### config.mk
export PLATFORM = sky130hd
export DESIGN_NAME = alu_issue_stage_flat
export DESIGN_NICKNAME = d
export VERILOG_FILES = /design/src/rtl/alu_issue_stage_if.sv /design/src/rtl/alu_issue_stage.sv /design/src/flat_wrapper.sv
export SDC_FILE = /design/constraint.sdc
export NUM_CORES = 1
export LEC_CHECK = 0
export CAP_MARGIN = 20
export CORE_MARGIN = 5
export CORE_UTILIZATION = 40
export DETAILED_ROUTE_END_ITERATION = 12
export HOLD_SLACK_MARGIN = 0.02
export PLACE_DENSITY = 0.89
export SYNTH_ARGS = -nofsm -noshare
export SYNTH_HDL_FRONTEND = slang
export SYNTH_SLANG_ARGS = --single-unit
### constraint.sdc
create_clock -name clk -period 1.8 [get_ports clk]
set_input_delay 0.36 -clock clk [delete_from_list [all_inputs] [get_ports clk]]
set_output_delay 0.36 -clock clk [all_outputs]
set_load 0.02 [all_outputs]
### src/rtl/alu_issue_stage_if.sv
// Issue-stage bus: upstream decode inputs and the execute-side ALU request.
// Latency: none (wires only).
// Backpressure: in_ready/out_ready valid-ready handshakes on each side.
interface alu_issue_stage_if #(
    parameter int XLEN = 32
);
    logic            in_valid;
    logic            in_ready;
    logic [31:0]     in_instr;
    logic [XLEN-1:0] in_pc;
    logic [XLEN-1:0] in_rs1_data;
    logic [XLEN-1:0] in_rs2_data;
    logic            out_valid;
    logic            out_ready;
    logic [3:0]      alu_op;
    logic [XLEN-1:0] operand_a;
    logic [XLEN-1:0] operand_b;
    logic [4:0]      rd;
    logic            rd_we;
    logic            illegal;

    // The issue stage itself: consumes the upstream word, produces the ALU request.
    modport master (
        input  in_valid, in_instr, in_pc, in_rs1_data, in_rs2_data, out_ready,
        output in_ready, out_valid, alu_op, operand_a, operand_b, rd, rd_we, illegal
    );

    // The surrounding pipeline: register-file read upstream, execute downstream.
    modport slave (
        output in_valid, in_instr, in_pc, in_rs1_data, in_rs2_data, out_ready,
        input  in_ready, out_valid, alu_op, operand_a, operand_b, rd, rd_we, illegal
    );
endinterface

### src/rtl/alu_issue_stage.sv
// RV32I ALU-class decoder (OP, OP-IMM, LUI, AUIPC) into a valid/ready output register.
// Latency: 1 cycle from input transfer to out_valid.
// Backpressure: default in_ready = !out_valid || out_ready; with ALU_ISSUE_SKID_EN a
// one-entry skid buffer makes in_ready a registered "skid empty" flag.

`ifndef ALU_ADD
`define ALU_ADD  4'd0
`define ALU_SUB  4'd1
`define ALU_SLL  4'd2
`define ALU_SLT  4'd3
`define ALU_SLTU 4'd4
`define ALU_XOR  4'd5
`define ALU_SRL  4'd6
`define ALU_SRA  4'd7
`define ALU_OR   4'd8
`define ALU_AND  4'd9
`endif

module alu_issue_stage #(
    parameter int XLEN = 32
) (
    input  logic                clk,
    input  logic                rst_n,
    input  logic                flush,
    alu_issue_stage_if.master   bus
);

    localparam logic [6:0] OPC_OP_IMM = 7'b0010011;
    localparam logic [6:0] OPC_OP     = 7'b0110011;
    localparam logic [6:0] OPC_LUI    = 7'b0110111;
    localparam logic [6:0] OPC_AUIPC  = 7'b0010111;
    localparam logic [6:0] F7_BASE    = 7'b0000000;
    localparam logic [6:0] F7_ALT     = 7'b0100000;

    typedef struct packed {
        logic [3:0]      op;
        logic [XLEN-1:0] a;
        logic [XLEN-1:0] b;
        logic [4:0]      rd;
        logic            we;
        logic            ill;
    } uop_t;

    localparam uop_t UOP_RST = '{op: `ALU_ADD, a: '0, b: '0, rd: '0, we: 1'b0, ill: 1'b0};

    logic [6:0]      opcode;
    logic [2:0]      funct3;
    logic [6:0]      funct7;
    logic [XLEN-1:0] imm_i;
    logic [XLEN-1:0] imm_u;
    logic [XLEN-1:0] shamt;

    logic            legal;
    logic [3:0]      op_c;
    logic [XLEN-1:0] a_c;
    logic [XLEN-1:0] b_c;
    uop_t            dec;

    uop_t            out_q;
    logic            out_valid_q;
    logic            in_fire;

    assign opcode = bus.in_instr[6:0];
    assign funct3 = bus.in_instr[14:12];
    assign funct7 = bus.in_instr[31:25];
    assign imm_i  = {{(XLEN-12){bus.in_instr[31]}}, bus.in_instr[31:20]};
    assign imm_u  = {bus.in_instr[31:12], 12'b0};
    assign shamt  = {{(XLEN-5){1'b0}}, bus.in_instr[24:20]};

    // Decode the incoming word into opcode and operands; illegal encodings collapse to a harmless ADD 0,0.
    always_comb begin
        legal = 1'b1;
        op_c  = `ALU_ADD;
        a_c   = '0;
        b_c   = '0;
        unique case (opcode)
            OPC_OP_IMM: begin
                a_c = bus.in_rs1_data;
                b_c = imm_i;
                unique case (funct3)
                    3'b000: op_c = `ALU_ADD;
                    3'b010: op_c = `ALU_SLT;
                    3'b011: op_c = `ALU_SLTU;
                    3'b100: op_c = `ALU_XOR;
                    3'b110: op_c = `ALU_OR;
                    3'b111: op_c = `ALU_AND;
                    3'b001: begin
                        b_c   = shamt;
                        op_c  = `ALU_SLL;
                        legal = (funct7 == F7_BASE);
                    end
                    default: begin
                        b_c = shamt;
                        if (funct7 == F7_BASE) begin
                            op_c = `ALU_SRL;
                        end else if (funct7 == F7_ALT) begin
                            op_c = `ALU_SRA;
                        end else begin
                            legal = 1'b0;
                        end
                    end
                endcase
            end
            OPC_OP: begin
                a_c = bus.in_rs1_data;
                b_c = bus.in_rs2_data;
                if (funct7 == F7_BASE) begin
                    unique case (funct3)
                        3'b000:  op_c = `ALU_ADD;
                        3'b001:  op_c = `ALU_SLL;
                        3'b010:  op_c = `ALU_SLT;
                        3'b011:  op_c = `ALU_SLTU;
                        3'b100:  op_c = `ALU_XOR;
                        3'b101:  op_c = `ALU_SRL;
                        3'b110:  op_c = `ALU_OR;
                        default: op_c = `ALU_AND;
                    endcase
                end else if (funct7 == F7_ALT && funct3 == 3'b000) begin
                    op_c = `ALU_SUB;
                end else if (funct7 == F7_ALT && funct3 == 3'b101) begin
                    op_c = `ALU_SRA;
                end else begin
                    legal = 1'b0;
                end
            end
            OPC_LUI: begin
                b_c = imm_u;
            end
            OPC_AUIPC: begin
                a_c = bus.in_pc;
                b_c = imm_u;
            end
            default: legal = 1'b0;
        endcase
        if (!legal) begin
            op_c = `ALU_ADD;
            a_c  = '0;
            b_c  = '0;
        end
        dec.op  = op_c;
        dec.a   = a_c;
        dec.b   = b_c;
        dec.rd  = bus.in_instr[11:7];
        dec.we  = legal && (bus.in_instr[11:7] != 5'd0);
        dec.ill = !legal;
    end

    assign in_fire = bus.in_valid && bus.in_ready;

`ifdef ALU_ISSUE_SKID_EN
    uop_t skid_q;
    logic skid_empty_q;

    assign bus.in_ready = skid_empty_q;

    // Output register refills from the skid entry first so order is preserved; a stalled
    // output parks the new result in the skid entry and closes in_ready for the next cycle.
    always_ff @(posedge clk or negedge rst_n) begin
        if (!rst_n) begin
            out_valid_q  <= 1'b0;
            out_q        <= UOP_RST;
            skid_q       <= UOP_RST;
            skid_empty_q <= 1'b1;
        end else if (flush) begin
            out_valid_q  <= 1'b0;
            skid_empty_q <= 1'b1;
        end else if (!out_valid_q || bus.out_ready) begin
            if (!skid_empty_q) begin
                out_q        <= skid_q;
                out_valid_q  <= 1'b1;
                skid_empty_q <= 1'b1;
            end else if (in_fire) begin
                out_q       <= dec;
                out_valid_q <= 1'b1;
            end else begin
                out_valid_q <= 1'b0;
            end
        end else if (in_fire) begin
            skid_q       <= dec;
            skid_empty_q <= 1'b0;
        end
    end
`else
    assign bus.in_ready = !out_valid_q || bus.out_ready;

    // Single pipeline register: load on input transfer, drain on output transfer, hold while stalled.
    always_ff @(posedge clk or negedge rst_n) begin
        if (!rst_n) begin
            out_valid_q <= 1'b0;
            out_q       <= UOP_RST;
        end else if (flush) begin
            out_valid_q <= 1'b0;
        end else if (in_fire) begin
            out_q       <= dec;
            out_valid_q <= 1'b1;
        end else if (bus.out_ready) begin
            out_valid_q <= 1'b0;
        end
    end
`endif

    assign bus.out_valid = out_valid_q;
    assign bus.alu_op    = out_q.op;
    assign bus.operand_a = out_q.a;
    assign bus.operand_b = out_q.b;
    assign bus.rd        = out_q.rd;
    assign bus.rd_we     = out_q.we;
    assign bus.illegal   = out_q.ill;

endmodule

### src/flat_wrapper.sv
// flat-port wrapper written by rule: the top's interface ports become plain ports
module alu_issue_stage_flat 
#(
    parameter int XLEN = 32
)
  (clk, rst_n, flush, bus_in_valid, bus_in_instr, bus_in_pc, bus_in_rs1_data, bus_in_rs2_data, bus_out_ready, bus_in_ready, bus_out_valid, bus_alu_op, bus_operand_a, bus_operand_b, bus_rd, bus_rd_we, bus_illegal);
  alu_issue_stage_if #(.XLEN(XLEN)) bus_i ();
  input  logic clk;
  input  logic rst_n;
  input  logic flush;
  input wire logic [$bits(bus_i.in_valid)-1:0] bus_in_valid;
  input wire logic [$bits(bus_i.in_instr)-1:0] bus_in_instr;
  input wire logic [$bits(bus_i.in_pc)-1:0] bus_in_pc;
  input wire logic [$bits(bus_i.in_rs1_data)-1:0] bus_in_rs1_data;
  input wire logic [$bits(bus_i.in_rs2_data)-1:0] bus_in_rs2_data;
  input wire logic [$bits(bus_i.out_ready)-1:0] bus_out_ready;
  output wire logic [$bits(bus_i.in_ready)-1:0] bus_in_ready;
  output wire logic [$bits(bus_i.out_valid)-1:0] bus_out_valid;
  output wire logic [$bits(bus_i.alu_op)-1:0] bus_alu_op;
  output wire logic [$bits(bus_i.operand_a)-1:0] bus_operand_a;
  output wire logic [$bits(bus_i.operand_b)-1:0] bus_operand_b;
  output wire logic [$bits(bus_i.rd)-1:0] bus_rd;
  output wire logic [$bits(bus_i.rd_we)-1:0] bus_rd_we;
  output wire logic [$bits(bus_i.illegal)-1:0] bus_illegal;
  assign bus_i.in_valid = bus_in_valid;
  assign bus_i.in_instr = bus_in_instr;
  assign bus_i.in_pc = bus_in_pc;
  assign bus_i.in_rs1_data = bus_in_rs1_data;
  assign bus_i.in_rs2_data = bus_in_rs2_data;
  assign bus_i.out_ready = bus_out_ready;
  assign bus_in_ready = bus_i.in_ready;
  assign bus_out_valid = bus_i.out_valid;
  assign bus_alu_op = bus_i.alu_op;
  assign bus_operand_a = bus_i.operand_a;
  assign bus_operand_b = bus_i.operand_b;
  assign bus_rd = bus_i.rd;
  assign bus_rd_we = bus_i.rd_we;
  assign bus_illegal = bus_i.illegal;
  alu_issue_stage #(.XLEN(XLEN)) u_core (.clk(clk), .rst_n(rst_n), .flush(flush), .bus(bus_i));
endmodule
**Yosys cells after proc, flatten, opt, wreduce, memory -nomap -nowiden**

Index checks and enable logic that the tools add are counted.

- Register bits after elaboration: 76
- Bits in latches: 0
- Memory bits (writable): 0
- Bits in read-only memories: 0
- Input bits: 133
- Output and inout port bits: 77
- Logic and storage cells: 59
- Memories: 0

- Add/subtract/negate cells: 0
- Multipliers: 0
- Divide/modulo/power cells: 0
- Order comparisons: 0
- Equality and inequality tests: 12
- Shift-type cells: 0
- Muxes and demuxes: 24
- Bitwise operators: 1
- Reduce and logical (&&, ||, !) cells: 15

Operator list:

| cell | count |
|---|---|
| 32-bit two-way mux | 3 |
| 32-bit one-hot mux with 3 select lines | 1 |
| 32-bit one-hot mux with 2 select lines | 1 |
| 4-bit one-hot mux with 7 select lines | 2 |
| 7-bit by 6-bit equality test with 1-bit output (second input constant) | 3 |
| 4-bit two-way mux | 4 |
| 7-bit by 5-bit equality test with 1-bit output (second input constant) | 2 |
| 3-bit equality test (second input constant) | 4 |
| 1-bit two-way mux | 8 |
| 4-bit one-hot mux with 2 select lines | 1 |
| 7-bit zero test | 1 |
| 3-bit by 2-bit equality test with 1-bit output (second input constant) | 2 |
| 3-bit two-way mux | 2 |
| 6-bit OR reduction | 1 |
| 5-bit nonzero test | 1 |
| 1-bit logical AND | 4 |
| 2-bit OR reduction | 2 |
| 3-bit by 1-bit equality test with 1-bit output (second input constant) | 1 |
| 3-bit zero test | 1 |
| 1-bit one-hot mux with 3 select lines | 1 |
| 3-bit nonzero test | 1 |
| 1-bit zero test | 2 |
| 1-bit one-hot mux with 2 select lines | 1 |
| 2-bit AND reduction | 1 |
| 2 further kinds | 2 |

**Logic depth before layout (Yosys ltp)**

- Word-level depth: 7
- Depth in mapped cells: 7
- Depth with buffers taken out: 5

**Worst setup path after synthesis**

No wires, ideal clock.

- Kind: reg2reg
- Start: reg u_core.out_valid_q, in the netlist u_core.bus.out_valid
- End: reg u_core.out_q, in the netlist u_core.bus.operand_a[0]
- Data arrival time: 1.698 ns
- Data required time: 1.666 ns
- Setup slack: -0.032 ns
- Stages on the path, launching flop included: 8
- Buffers on the path: 2
- Clock period less this slack: 1.832 ns
- Cell sequence: dfrtp_1 nor2b_1 inv_1 nand3b_1 nand2b_1 buf_1 clkbuf_1 o31ai_1

- Longest elaborated chain between the ends: 4

Ends and longest elaborated chain:

| what | RTL line | RTL |
|---|---|---|
| start: declaration | alu_issue_stage.sv:60 | `logic out_valid_q;` |
| start signal: assignment | alu_issue_stage.sv:189 | `out_valid_q <= 1'b0;` |
| start signal: assignment | alu_issue_stage.sv:192 | `out_valid_q <= 1'b0;` |
| start signal: assignment | alu_issue_stage.sv:195 | `out_valid_q <= 1'b1;` |
| 1-bit zero test | alu_issue_stage.sv:184 | `assign bus.in_ready = !out_valid_q \|\| bus.out_ready;` |
| 1-bit logical OR | alu_issue_stage.sv:184 |  |
| net bus_in_ready | flat_wrapper.sv:17 | `output wire logic [$bits(bus_i.in_ready)-1:0] bus_in_ready;` |
| 1-bit logical AND | alu_issue_stage.sv:148 | `assign in_fire = bus.in_valid && bus.in_ready;` |
| 2-bit AND reduction (no source line) | n/a |  |
| end signal: assignment | alu_issue_stage.sv:190 | `out_q <= UOP_RST;` |
| end signal: assignment | alu_issue_stage.sv:194 | `out_q <= dec;` |
| end: declaration | alu_issue_stage.sv:59 | `uop_t out_q;` |

The timed path passes the listed nets, and every way through them passes these cells.
A chain may end at the register's enable or synchronous reset.

**Worst setup path in the final report**

- Start: in bus_in_instr[28]
- End: reg u_core.out_q, in the netlist u_core.bus.operand_a[10]

- Longest elaborated chain between the ends: 7
- Elaborated cells on any way between the ends: 12
- Classes of those cells: eq/ne (1); mux (8); reduce/logical (3)

Ends and longest elaborated chain:

| what | RTL line | RTL |
|---|---|---|
| start: declaration | flat_wrapper.sv:12 | `input wire logic [$bits(bus_i.in_instr)-1:0] bus_in_instr;` |
| 7-bit by 6-bit equality test with 1-bit output | alu_issue_stage.sv:96, alu_issue_stage.sv:118, alu_issue_stage.sv:120 |  |
| 1-bit logical AND | alu_issue_stage.sv:120 | `end else if (funct7 == F7_ALT && funct3 == 3'b101) begin` |
| 1-bit two-way mux | alu_issue_stage.sv:120 |  |
| 1-bit two-way mux | alu_issue_stage.sv:118 | `end else if (funct7 == F7_ALT && funct3 == 3'b000) begin` |
| 1-bit two-way mux | alu_issue_stage.sv:107 | `if (funct7 == F7_BASE) begin` |
| 1-bit one-hot mux with 3 select lines * | alu_issue_stage.sv:76 | `unique case (opcode)` |
| 32-bit two-way mux * | alu_issue_stage.sv:135 | `if (!legal) begin` |

Mark *: on every way between the ends. The rest lies on a longest branch, timed or not.

==> impl_metrics.toml <==
[timing]
setup_viol = 0
fmax_ghz = 0.569
final-hold-violation-count = 0
final_max_slew_viol_count = 0
setup_slack_ns = 0.0435
worst_slew_pin_slew_ns = 0.369
fin_crit_ns = 1.76
skew_ns = 0.00644
relSlewSlack_pct = 75.4
post-route-period-util_pct = 97.6

[setup_path]
r2r_cells = 6
cp.required_ns = 2.04
crit_fanout = 7
cp_top_family = "simple AND/OR/NAND/NOR gates"
timing.rr.end = "u_core.bus.operand_a[10]"
cp_slowest_cell = "nor4_4"
endpoint_kind = "register"
timing.rr.start = "u_core.bus.out_valid"
start_kind = "primary input"
path_class = "primary input to register"
reg2reg_slack_ns = 0.12
crit_arrival_ns = 1.99
critPathBufInv = 3
max_stage_delay_ns = 0.41
path_cells = "clkdlybuf4s15_1 -> nor4_4 -> and3_4 -> a221oi_4 -> buf_6 -> buf_12 -> o41ai_4"

[status]
outcome = "finished clean"

[floorplanning]
die_h_microns = 111
die-area_sq_um = 12200
start_util_pct = 41.2
row_count = 36
num_io_pins = 210
fp.dieW_microns = 111
fp.coreArea_sq_um = 9820

[pwr]
powerDensity_nw_per_um2 = 599
peakVddDrop_uv = 441
power_switching_mw = 1.15
swShare_pct = 27.3
power_mw = 4.23
clkPwrFrac_pct = 34.3
intPower_mw = 3.07
leakage_nw = 3.08
combinationalPowerShare_pct = 24.1
seq_power_share_pct = 41.6

[synth]
synth_edf_count = 0
synthSimpleGateAreaFrac_pct = 12.1
async_flop_share_pct = 100
synthXorXnorAreaFrac_pct = 0.216
synthMuxAreaShare_pct = 2.63
seq_area_frac_synth_pct = 47.0
yosysWarnings = 0
synthAdderAreaFrac_pct = 0
synth_ff_type = "dfrtp_1"
syn_inst = 391
ys_ff_latch = 76
synth_area_sq_um = 4050
synth-compound-area-share_pct = 32.8
syn_avg_cell_area_sq_um = 10.4
synth_top_family_by_area = "compound AO/OA/AOI/OAI gates"
ys_types = 48
syn_nets = 524

[routing]
vias = 4329
first_pass_iters = 6
routedWlPerCell_microns = 20.5
drcViolationCount = 0
drt-total-wl_mm = 15.7
ant_nets = 0
routed_via_density = 5.64
drtIter0Drc = 328

[finish]
syn_to_final_growth_pct = 74.6
nNetsFinal = 763
antenna_cells = 0
post_route_cells_drive_above_1_share_pct = 17.5

[clock_tree]
cts-htree-levels = 3
cts_sinks = 76
clk_pin_slew_worst_paths_ns = 0.09
clock_latency_ns = 0.35
cts_tree = "done"
cts_made_buffers = 9
clock-root-buffer = "clkbuf_8"
ctsLongestPathBuffers = 2

[job]
drv_cap = 0

[global_route]
antenna_found_initial = 0
grt_pass1_vias = 4564
track_usage_pct = 24.7
grt_pass1_wl_mm = 24.5
grt_max_degree = 40
grt_overflow_total = 0

[placed_design]
pre_cts_ws_ns = -0.537
detailed_place_hpwl_mm = 11.7
io_buffers = 209
gp_congestion = 0.957

[min_path]
hp-class = "primary input to asynchronous set/reset pin"
[area by class of cell]
cell class / instances / area, sq um
inverters: 5 / 18.8
flip-flops and latches: 76 / 1900
repair buffers: 269 / 2730
clock buffers: 9 / 124
well taps: 133 / 166
clock inverters: 7 / 91.3
fillers: 710 / 2750
multi-input cells: 269 / 2030
[power groups by stage]
stage                     clock [mW]  combinational, mW  sequential (mW)
after global routing            1.54               1.08             1.77
after floorplan                    0              0.322             1.84
after detailed placement           0              0.968             1.79
after global placement             0              0.937             1.79
final                           1.45               1.02             1.76
after CTS                       1.47               1.00             1.76
[cell families after synthesis]
kind of cell	count (synthesis)
simple gates	108
xor+xnor	1
flops	76
mux	10
buf+inv	46
compound gates	150
[state kept, by name (all words and copies together), names as in the netlist]
register / count
u_core.bus.rd: 5
u_core.bus.operand_b: 32
u_core.bus.out_valid: 1
u_core.bus.rd_we: 1
u_core.bus.operand_a: 32
u_core.bus.alu_op: 4
u_core.bus.illegal: 1
[per-layer routing]
layer	vias up	track usage (%)	routed length (microns)
met5	-	0	0
met4	0	7.22	291
met3	27	6.73	1180
met2	236	43.7	8170
met1	2088	29.1	6100
li1	1978	-	-
[cells in the mapped netlist (all sizes together) (4+ instances only)]
cell | count | area share (%)
nand2 | 73 | 6.8
mux2 | 5 | 1.4
a2bb2oi | 13 | 2.8
nor2 | 13 | 1.2
clkbuf | 24 | 2.2
a22oi | 37 | 6.9
o31ai | 33 | 6.1
and2 | 5 | 0.77
mux2i | 5 | 1.2
o41ai | 16 | 5.7
inv | 4 | 0.37
a31oi | 7 | 1.2
a32o | 19 | 4.7
dfrtp | 76 | 47
nor2b | 5 | 0.77
a21oi | 8 | 0.99
buf | 17 | 2.5
[how the worst max path moves through the flow]
stage / from / endpoint / slack [ns] / cells after the start
finish: bus_in_instr[28] / u_core.bus.operand_a[10] / 0.04 / 7
detailed placement: bus_in_instr[31] / u_core.bus.operand_a[11] / -0.54 / 6
global placement: bus_in_instr[31] / u_core.bus.operand_a[6] / -0.43 / 6
floorplan: bus_in_instr[12] / u_core.bus.operand_b[22] / 0.05 / 7
global route: bus_in_instr[28] / u_core.bus.operand_a[10] / -0.03 / 7
CTS: u_core.bus.alu_op[1] / bus_alu_op[1] / 0.003 / 1
[timing repair]
item / CTS / global route
resized for setup: 21 / 10
pin swaps: 4 / 4
endpoints found under the setup margin: 60 / 34
hold buffers: 1 / 0
buffers inserted: 3 / 2
gates cloned: 2 / 0
hold endpoints to repair: 14 / 0
[cells in the final DEF, fill, tap and decap left out, types with 3 or more instances in the layout]
cell type	instances
a21oi_1	8
a31oi_1	6
clkbuf_8	9
inv_1	4
dfrtp_1	76
mux2i_1	5
nand2_1	73
o41ai_4	4
buf_4	45
nor2_1	11
nor2b_1	4
clkinv_2	3
mux2_2	5
and2_1	5
a22oi_1	37
dlygate4sd2_1	10
a32oi_1	3
buf_12	12
o41ai_2	12
a32o_1	18
clkdlybuf4s50_1	195
a2bb2oi_1	13
o31ai_1	32
[stage by stage]
step                cells  utilization [%]  cell area (sq um)  hold WS, ns  setup TNS (ns)
finish                768             72.0               7070        0.401               0
global route          768             72.0               7070        0.425         -0.0489
CTS                   766             71.2               6990        0.388               0
detailed placement    744             67.6               6640        0.234          -30.30
global placement      744             67.6               6640        0.230          -25.84
floorplan             391                -               4050       0.0644               0
No activity file was read; power rests on OpenSTA's default activity.
